<file path="config.mk">
export PLATFORM = sky130hd
export DESIGN_NAME = issue_sequencer
export DESIGN_NICKNAME = d
export VERILOG_FILES = /design/src/rtl/issue_sequencer.sv
export SDC_FILE = /design/constraint.sdc
export NUM_CORES = 1
export LEC_CHECK = 0
export ABC_CLOCK_PERIOD_IN_PS = 7100
export CORE_MARGIN = 1.5
export CORE_UTILIZATION = 58
export DETAILED_ROUTE_END_ITERATION = 12
export HOLD_SLACK_MARGIN = 0.08
export PLACE_DENSITY = 0.89
export SYNTH_ARGS = -nofsm -noshare
export SYNTH_HDL_FRONTEND = slang
export SYNTH_SLANG_ARGS = --single-unit
</file>
<file path="constraint.sdc">
create_clock -name clock -period 7.1 [get_ports clock]
set_clock_uncertainty 0.05 [all_clocks]
set_input_delay 1.42 -clock clock [delete_from_list [all_inputs] [get_ports clock]]
set_output_delay 1.42 -clock clock [all_outputs]
set_load 0.01 [all_outputs]
</file>
<file path="src/rtl/issue_sequencer.sv">
// Decode-stage issue sequencer: fetch FIFO, resource-gated decode pulse
// generation and mispredict flush / fetch redirect handling.
module issue_sequencer #(
   parameter int QUEUE_DEPTH = 4,
   parameter int PTR_W       = 2
) (
   input  logic             clock,
   input  logic             reset,
   input  logic             fetchValid,
   input  logic [31:0]      fetchInstr,
   input  logic [31:0]      fetchPc,
   output logic             fetchReady,
   input  logic             robNotFull,
   input  logic             rsNotFull,
   input  logic             flush,
   input  logic [31:0]      flushPc,
   output logic             decodePulse,
   output logic [31:0]      decodeInstr,
   output logic [31:0]      decodePc,
   output logic             decodeAvailable,
   output logic             stall,
   output logic             fetchRedirect,
   output logic [31:0]      fetchRedirectPc,
   output logic [PTR_W:0]   queueCount
);

   localparam logic [1:0] IDLE  = 2'd0;
   localparam logic [1:0] PULSE = 2'd1;
   localparam logic [1:0] FLUSH = 2'd2;

   localparam logic [PTR_W:0] DEPTH_CNT = (PTR_W+1)'(QUEUE_DEPTH);

   logic [1:0]       state;
   logic [PTR_W-1:0] head;
   logic [PTR_W-1:0] tail;
   logic [PTR_W:0]   count;
   logic [31:0]      instrMem [QUEUE_DEPTH];
   logic [31:0]      pcMem    [QUEUE_DEPTH];
   logic             push;
   logic             issue;

   // Ready is taken from the pre-pop count, so a push never lands on a full FIFO.
   assign fetchReady = (count < DEPTH_CNT) && (state != FLUSH);
   assign push       = fetchValid && fetchReady && !flush;
   assign issue      = (state == IDLE) && !flush && (count != '0) && robNotFull && rsNotFull;
   assign queueCount = count;

   // Storage holds no control meaning, so it is left out of reset.
   always_ff @(posedge clock) begin
      if (push) begin
         instrMem[tail] <= fetchInstr;
         pcMem[tail]    <= fetchPc;
      end
   end

   always_ff @(posedge clock) begin
      if (reset) begin
         state           <= IDLE;
         head            <= '0;
         tail            <= '0;
         count           <= '0;
         decodePulse     <= 1'b0;
         decodeAvailable <= 1'b0;
         decodeInstr     <= '0;
         decodePc        <= '0;
         stall           <= 1'b0;
         fetchRedirect   <= 1'b0;
         fetchRedirectPc <= '0;
      end else if (flush) begin
         state           <= FLUSH;
         head            <= '0;
         tail            <= '0;
         count           <= '0;
         decodePulse     <= 1'b0;
         decodeAvailable <= 1'b0;
         stall           <= 1'b0;
         fetchRedirect   <= 1'b1;
         fetchRedirectPc <= flushPc;
      end else begin
         fetchRedirect <= 1'b0;
         if (push)  tail <= tail + 1'b1;
         if (issue) head <= head + 1'b1;
         case ({push, issue})
            2'b10:   count <= count + 1'b1;
            2'b01:   count <= count - 1'b1;
            default: count <= count;
         endcase

         case (state)
            IDLE: begin
               if (issue) begin
                  decodeInstr     <= instrMem[head];
                  decodePc        <= pcMem[head];
                  decodePulse     <= 1'b1;
                  decodeAvailable <= 1'b1;
                  stall           <= 1'b0;
                  state           <= PULSE;
               end else begin
                  stall <= (count != '0);
               end
            end
            // The decoder is edge-triggered, so the pulse always returns low before the next issue.
            PULSE: begin
               decodePulse     <= 1'b0;
               decodeAvailable <= 1'b0;
               stall           <= 1'b0;
               state           <= IDLE;
            end
            FLUSH: begin
               state <= IDLE;
            end
            default: begin
               decodePulse     <= 1'b0;
               decodeAvailable <= 1'b0;
               state           <= IDLE;
            end
         endcase
      end
   end

endmodule

</file>
# After elaboration in Yosys (flattened, before gate mapping)
# Memories as Yosys holds them, arrays and structs flattened. A register that Yosys moved wholly into a read port is not among the register bits.
# Cells that the tools add are included.
# Widths: inputs -> output; s select.
[totals] regBits=44 mem_bits_rw=256 inputBits=102 out_inout_bits=104 elab_cells=53 n_memories=2
[mem_list] name="instrMem" depth=4 width=32 read_ports=1 rd_clocked_by_memory_dff=1 write_ports=1 line="37" text="logic [31:0] instrMem [QUEUE_DEPTH];"
[mem_list] name="pcMem" depth=4 width=32 read_ports=1 rd_clocked_by_memory_dff=1 write_ports=1 line="38" text="logic [31:0] pcMem [QUEUE_DEPTH];"
[op_classes] add_sub_neg=4 magnitude_cmp=1 eq_ne=7 muxes=11 bitwise_logic=3 reduce_logical=16
[ops] cell="$logic_and 1x1->1" n=7
[ops] cell="$mux 2" n=3
[ops] cell="$pmux 3 s2" n=1
[ops] cell="$mux 1" n=5
[ops] cell="$add 2x1->2 const B" n=2
[ops] cell="$eq 2x1->1 const B" n=2
[ops] cell="$eq 2x2->1 const B" n=2
[ops] cell="$ne 2x2->1 const B" n=2
[ops] cell="$pmux 1 s2" n=2
[ops] cell="$reduce_bool 2->1" n=2
[ops] cell="$add 3x1->3 const B" n=1
[ops] cell="$lt 3x3->1 const B" n=1
[ops] cell="$ne 3x3->1 const B" n=1
[ops] cell="$not 1->1" n=3
[ops] cell="$reduce_and 3->1" n=1
[ops] cell="$reduce_bool 3->1" n=1
[ops] cell="$reduce_or 3->1" n=1
[ops] cell="$sub 3x1->3 const B" n=1
[ops] cell="$logic_not 2->1" n=1
[ops] cell="$reduce_and 2->1" n=1
[ops] cell="$reduce_or 2->1" n=1
[ops] cell="$logic_not 1->1" n=1

# Longest topological paths before layout
# Gate-level depths: netlist of the first run.
[logic_depth] ltp_word=8 ltp_mapped=10 ltp_nobuf=9

# Worst setup path before layout of the first run
# OpenSTA, ideal clock, no wires.
[synth_path] kind="input-to-reg" from="in fetchValid" to="mem instrMem[0][0], enable pin" setup_time_ns=0.429 t_arrival_ns=3.449 required_time_ns=6.621 slack_ns=3.172 path_stages=3 n_path_buf=0 cell_sequence="inv_1 nor4_1 and2_1"
[synth_via] elab_chain_cells=4
[synth_rtl] item="start, declared" line="9" text="input logic fetchValid,"
[synth_rtl] item="$logic_and 1x1->1 (2 in series)" line="44" text="assign push = fetchValid && fetchReady && !flush;"
[synth_rtl] item="$mux 1" line="50" text="if (push) begin"
[synth_rtl] item="$mux 1 (not written as such)" line="51" text="instrMem[tail] <= fetchInstr;"
[synth_rtl] item="end, declared" line="37"
# No other way between the ends.

# Worst setup path in the final report of the first run
[layout_path] from="in flush" to="mem instrMem[1][9], enable pin"
[layout_via] elab_chain_cells=4
[layout_rtl] item="start, declared" line="15" text="input logic flush,"
[layout_rtl] item="$logic_not 1->1" line="44"
[layout_rtl] item="$logic_and 1x1->1" line="44"
[layout_rtl] item="$mux 1" line="50"
[layout_rtl] item="$mux 1 (not written as such)" line="51"
# No other way between the ends.

==> impl_metrics.ini, run 1 <==
[die]
die_area_mm2 = 0.0246
dieHeight_um = 157
row_count = 56
chipWidth_um = 157
initial_core_util_pct = 58.9
core_mm2 = 0.0233
ios = 206

[yosys]
synth_warnings = 0
synth_area_leader_cell = edfxtp_1
syn-cell-area_mm2 = 0.0137
yosysTopAreaCellShare_pct = 55.9
ys_types = 41
netlist_instances = 818
avgSynthCellArea_um2 = 16.8
synthTopCellsByArea = edfxtp_1 56%, dfxtp_1 16%, mux4_2 10%, o311ai_0 3.2%, nand4_1 2.9%
syn_nets = 926
ys_ff_latch = 364
seq_area_frac_synth_pct = 71.6

[place]
dp.cells = 1277
port-buffer-count = 205
dpl_cell_area_mm2 = 0.0159
gp_congestion = 0.774
dp_hpwl_mm = 16.7

[critical_path]
arrival_ns = 3.71
crit_slowest_cell = and2_4
worstSetupPathType = input port to register
crit_required_ns = 7.17
critical_path.max_stage_delay_ns = 0.94
crit_fanout = 64
crit_path_end_kind = register
critPathLaunchType = input port
crit_chain = buf_2, nor4_1, and2_4

[detailed_routing]
drc = 0
dr.first_iter.drc_count = 734
ant_nets = 0
drtPass1Iterations = 5
route.vias.total = 8347
post_drt_via_cell_ratio = 6.19
totalWireLength_mm = 31.8
wl_per_cell_um = 23.6

[cts]
cts_sinks = 364
clk_latency_ns = 0.52
numCtsBuffers = 37
holdBufCountCts = 0
tritoncts = yes
clock-root-buffer = clkbuf_16
postCtsSetupBuffers = 0
cts_buffer_depth = 3
clk_pin_slew_ns = 0.06
htree_levels = 2
cts_resized = 0

[grt]
grt_pass1_vias = 8404
grt_max_degree = 68
grt-ovfl-total = 0
antenna_found_initial = 2
grt.total_usage_pct = 26.0
grt_pass1_wl_mm = 47.6

[timing]
finalCritPeriodShare_pct = 51.3
setup_viol = 0
slew_headroom_pct = 20.9
finalHoldViolCount = 0
clock.fmax_ghz = 0.275
min_period_ns = 3.64
setup_tns_ns = 0
tightest_slew_ns = 1.19
rsz0062_at_grt = no
slew_viol_final = 0
whs_ns = 0.411

[pwr]
p_total_mw = 4.52
cellPowerDensity_mw_per_mm2 = 264
power.leakage_nw = 5.87
max-vdd-ir-drop_mv = 0.192

[run_status]
outcome = complete, no violations

[final_layout]
drive_gt1_share_pct = 14.2
nets = 1105
design_area_mm2 = 0.0172
stdcell_count = 1348
syn2layout_area_growth_pct = 24.8

[min_path]
min_path_type = register to register

[job]
drv_cap = 0
==> stage by stage <==
stage | utilization (%) | setup WS (ns)
after detailed placement | 68.1 | 2.94
after floorplan | - | 3.17
after global placement | 68.1 | 3.10
after CTS | 73.5 | 3.44
after global routing | 73.5 | 3.30
final | 73.6 | 3.46
==> report_power, final <==
| part | leakage [nW] | switching (mW) | internal, mW | total, mW |
|---|---|---|---|---|
| clock | 0.608 | 0.791 | 1.20 | 1.99 |
| sequential | 3.20 | 0.0134 | 2.30 | 2.32 |
| combinational | 2.06 | 0.114 | 0.103 | 0.217 |
| total | 5.87 | 0.918 | 3.60 | 4.52 |
==> state kept, by name, summed over array words and instances, names as in the netlist <==
| signal | cells |
|---|---|
| decodeAvailable | 1 |
| decodeInstr | 32 |
| decodePc | 32 |
| fetchRedirect | 1 |
| fetchRedirectPc | 32 |
| head | 2 |
| instrMem | 128 |
| pcMem | 128 |
| queueCount | 3 |
| stall | 1 |
| state | 2 |
| tail | 2 |
==> final cells by class <==
cell class	instances	area, um2
flip-flops and latches	364	9860
fillers	1348	6170
multi-input cells	372	3500
repair buffers	213	2110
clock buffers	51	1060
well taps	319	399
clock inverters	16	194
inverters	9	33.8
diodes	4	10.0
==> layer usage <==
layer  vias up  global-route usage [%]  wire length, um
met5         -                       0                0
met1      4228                    32.8            11900
li1       3633                       -                -
met4         0                    11.4              896
met3        65                    4.05             2230
met2       421                    45.0            16700
==> cells in the final DEF (no fill, tap or decap), types with 2 or more instances in the layout <==
master	instances
edfxtp_1	256
clkdlybuf4s50_1	204
dfxtp_1	106
nand2_1	66
mux4_2	64
nand4_1	64
o311ai_0	50
nor2_1	39
clkbuf_16	39
mux2i_1	34
o311ai_1	14
inv_1	8
clkbuf_1	8
buf_4	8
clkinv_2	7
a21oi_1	5
ha_1	5
diode_2	4
and2_4	4
clkbuf_8	4
clkinvlp_4	4
bufinv_16	4
nor2b_1	3
or3_1	3
or2_2	2
o31ai_1	2
xor2_1	2
dfxtp_4	2
==> final timing paths <==
path | startpoint | end | slack, ns | depth (start not counted)
setup reg to reg | queueCount[2] | queueCount[2] | 3.95 | 9
setup / recovery | flush | instrMem[1][9] | 3.46 | 3
hold / removal | decodeInstr[9] | decodeInstr[9] | 0.41 | 2
hold reg to reg | decodeInstr[9] | decodeInstr[9] | 0.41 | 2
==> cell families after synthesis <==
| kind of cell | count (synthesis) | share of synthesized area, % |
|---|---|---|
| AND/OR/NAND/NOR | 193 | 7.06 |
| adder cells (fa/ha/maj) | 6 | 0.601 |
| flip-flops | 364 | 71.6 |
| multiplexers | 98 | 13.0 |
| buffers and inverters | 82 | 3.15 |
| AO/OA/AOI/OAI | 73 | 4.47 |
| XOR/XNOR | 2 | 0.127 |
==> worst max-delay path, delay by kind of cell <==
kind / cells / cell delay [ns]
simple gates: 2 / 1.78
buf+inv: 1 / 0.46
==> Yosys cell counts, drive strengths merged <==
| cell type | count |
|---|---|
| nand2b | 1 |
| or2 | 2 |
| nor2 | 40 |
| dfxtp | 108 |
| nand2 | 66 |
| o311ai | 64 |
| nand3 | 1 |
| a21oi | 5 |
| nor2b | 3 |
| or4b | 1 |
| nor4 | 1 |
| mux2i | 34 |
| o31ai | 2 |
| and2 | 4 |
| o21ai | 1 |
| inv | 8 |
| nor4bb | 1 |
| and3b | 1 |
| clkbuf | 32 |
| a32oi | 1 |
| nand3b | 1 |
| edfxtp | 256 |
| mux4 | 64 |
| nor3 | 1 |
| ha | 5 |
| clkinv | 1 |
| or3 | 4 |
| nand4 | 64 |
| and4 | 1 |
| or4 | 1 |
| fa | 1 |
| xor2 | 2 |
| buf | 41 |
Power figures use the tool's default switching activity.
==> run 2, diff against run 1 <==
==> config.mk (replaced) <==
export PLATFORM = sky130hd
export DESIGN_NAME = issue_sequencer
export DESIGN_NICKNAME = d
export VERILOG_FILES = /design/src/rtl/issue_sequencer.sv
export SDC_FILE = /design/constraint.sdc
export NUM_CORES = 1
export LEC_CHECK = 0
export ABC_CLOCK_PERIOD_IN_PS = 3690
export CORE_MARGIN = 1.5
export CORE_UTILIZATION = 54
export DETAILED_ROUTE_END_ITERATION = 12
export HOLD_SLACK_MARGIN = 0.08
export PLACE_DENSITY = 0.84
export SYNTH_ARGS = -nofsm -noshare
export SYNTH_HDL_FRONTEND = slang
export SYNTH_SLANG_ARGS = --single-unit
==> constraint.sdc (replaced) <==
create_clock -name clock -period 3.69 [get_ports clock]
set_clock_uncertainty 0.05 [all_clocks]
set_input_delay 0.738 -clock clock [delete_from_list [all_inputs] [get_ports clock]]
set_output_delay 0.738 -clock clock [all_outputs]
set_load 0.01 [all_outputs]
==> run 2 against run 1 <==
Effect of this change: worst setup slack worse by 2.4 ns; routed wire length about the same; via count decreased by 0.58%; highest routed layer unchanged; worst hold slack barely moved; non-clock buffer count is 9 higher; largest cell class unchanged; largest power group unchanged; sequential cell count did not move; design area grew 0.60%.
==> impl_metrics.ini, run 2 (synthesis gave the netlist of run 1 again) <==
[grt]
grt_pass1_wl_mm = 48.7
met2_usage_pct = 41.5
use_met1_pct = 32.4
gr-max-usage-layer = met2
grt_max_degree = 67
antenna_found_initial = 2
grt_pass1_vias = 8477
grt_use_met3_pct = 4.13
grt.total_usage_pct = 24.4
grt-ovfl-total = 0

[timing]
tightest_slew_ns = 1.29
finalHoldViolCount = 0
setup_ws_ns = 1.01
finalCritPeriodShare_pct = 72.6
min_period_ns = 2.68
setup_viol = 0
slew_headroom_pct = 13.8
rsz0062_at_grt = no
whs_ns = 0.411
clock.fmax_ghz = 0.373
slew_viol_final = 0
setup_tns_ns = 0

[pwr]
clkPwrFrac_pct = 43.4
max-vdd-ir-drop_mv = 0.372
power.switching_mw = 1.71
cellPowerDensity_mw_per_mm2 = 499
seqPwrFrac_pct = 51.7
power.leakage_nw = 5.91
p_int_mw = 6.91
pwr-share-comb_pct = 4.9
p_sw_share_pct = 19.8

[die]
dieHeight_um = 163
ios = 206
row_count = 58
die_area_mm2 = 0.0264
chipWidth_um = 163
initial_core_util_pct = 54.8
core_mm2 = 0.0251

[final_layout]
fin_util_pct = 68.8
drive_gt1_share_pct = 14.2
nets = 1113
syn2layout_area_growth_pct = 25.6
design_area_mm2 = 0.0173
final_cell_mix = 256 x edfxtp_1, 204 x clkdlybuf4s50_1, 106 x dfxtp_1
final_common_cell = edfxtp_1
top_regs = instrMem x128, pcMem x128

[detailed_routing]
wl_per_cell_um = 23.3
drtPass1Iterations = 6
ant_nets = 0
post_drt_via_cell_ratio = 6.09
totalWireLength_mm = 31.8
route.vias.total = 8299
dr.first_iter.drc_count = 923
drc = 0

[cts]
tritoncts = yes
htree_levels = 2
numCtsBuffers = 36
clock-root-buffer = clkbuf_16
clk_pin_slew_ns = 0.06
cts_buffer_depth = 3
holdBufCountCts = 0
clk_latency_ns = 0.51
postCtsSetupBuffers = 0
cts_resized = 0
cts_sinks = 364

[critical_path]
crit_fanout = 6
critPathLaunchType = register
arrival_ns = 1.89
reg2reg_slack_ns = 1.14
reg2reg_from = queueCount[2]
crit_required_ns = 2.90
r2r_end = decodePc[16]
crit_path_end_kind = primary output
worstSetupPathType = register to primary output
r2r_cells = 4

[place]
gp_congestion = 0.754
port-buffer-count = 205
dpl_cell_area_mm2 = 0.0161
post-place-ws_ns = 0.522
dp_hpwl_mm = 18.2

[min_path]
holdPathStages = 2
min_from = decodeInstr[23]
min_path_type = register to register
hold_end = decodeInstr[23]

[job]
drv_cap = 0

[run_status]
outcome = complete, no violations
run 2: cell count changes in the layout (fill, tap and decap cells not counted), moves of 2 or more:
cell	delta
buf_12	+6
buf_4	+3
clkbuf_1	+3
clkbuf_16	-2
clkinv_1	+3
clkinv_2	-4
clkinvlp_4	-3
diode_2	-2
run 2: final cells by class:
class | instances | area, um2
Antenna cell | 2 | 5.00
Clock buffer | 52 | 1020
Clock inverter | 12 | 184
Fill cell | 1633 | 7850
Inverter | 9 | 33.8
Multi-Input combinational cell | 372 | 3500
Sequential cell | 364 | 9860
Tap cell | 330 | 413
Timing Repair Buffer | 222 | 2250
run 2: worst max path at each step:
stage | startpoint | end | slack (ns) | cells after the start
global placement | fetchValid | queueCount[2] | 0.59 | 10
floorplan | fetchValid | instrMem[1][0] | 0.44 | 3
CTS | state[1] | fetchReady | 0.99 | 3
finish | state[1] | fetchReady | 1.01 | 3
detailed placement | fetchValid | queueCount[2] | 0.52 | 10
global route | fetchValid | queueCount[2] | 0.80 | 10
run 2: layer usage:
layer,up-vias,part of all wire [%],wire length [um]
li1,3655,-,-
met1,4233,39,12400
met2,359,52,16400
met3,52,7.2,2300
met4,0,2.2,700
met5,-,0,0
run 2: metrics by stage:
step	power [mW]	cells
final	8.62	1363
after global routing	8.84	1362
after CTS	8.65	1361
after detailed placement	4.96	1297
after global placement	4.95	1297
after floorplan	4.71	818
run 2: power groups by stage:
stage                     Combinational, mW  Clock (mW)  Sequential [mW]
after floorplan                       0.157           0             4.56
after global placement                0.408           0             4.54
after detailed placement              0.419           0             4.55
after CTS                             0.422        3.77             4.46
after global routing                  0.447        3.93             4.46
final                                 0.423        3.74             4.46
run 2: worst max-delay path, cell delays in order, from the launching register on:
cell and delay (ns):
dfxtp_1 0.42, nor2b_1 0.37, nor2_1 0.08, clkdlybuf4s50_1 0.51
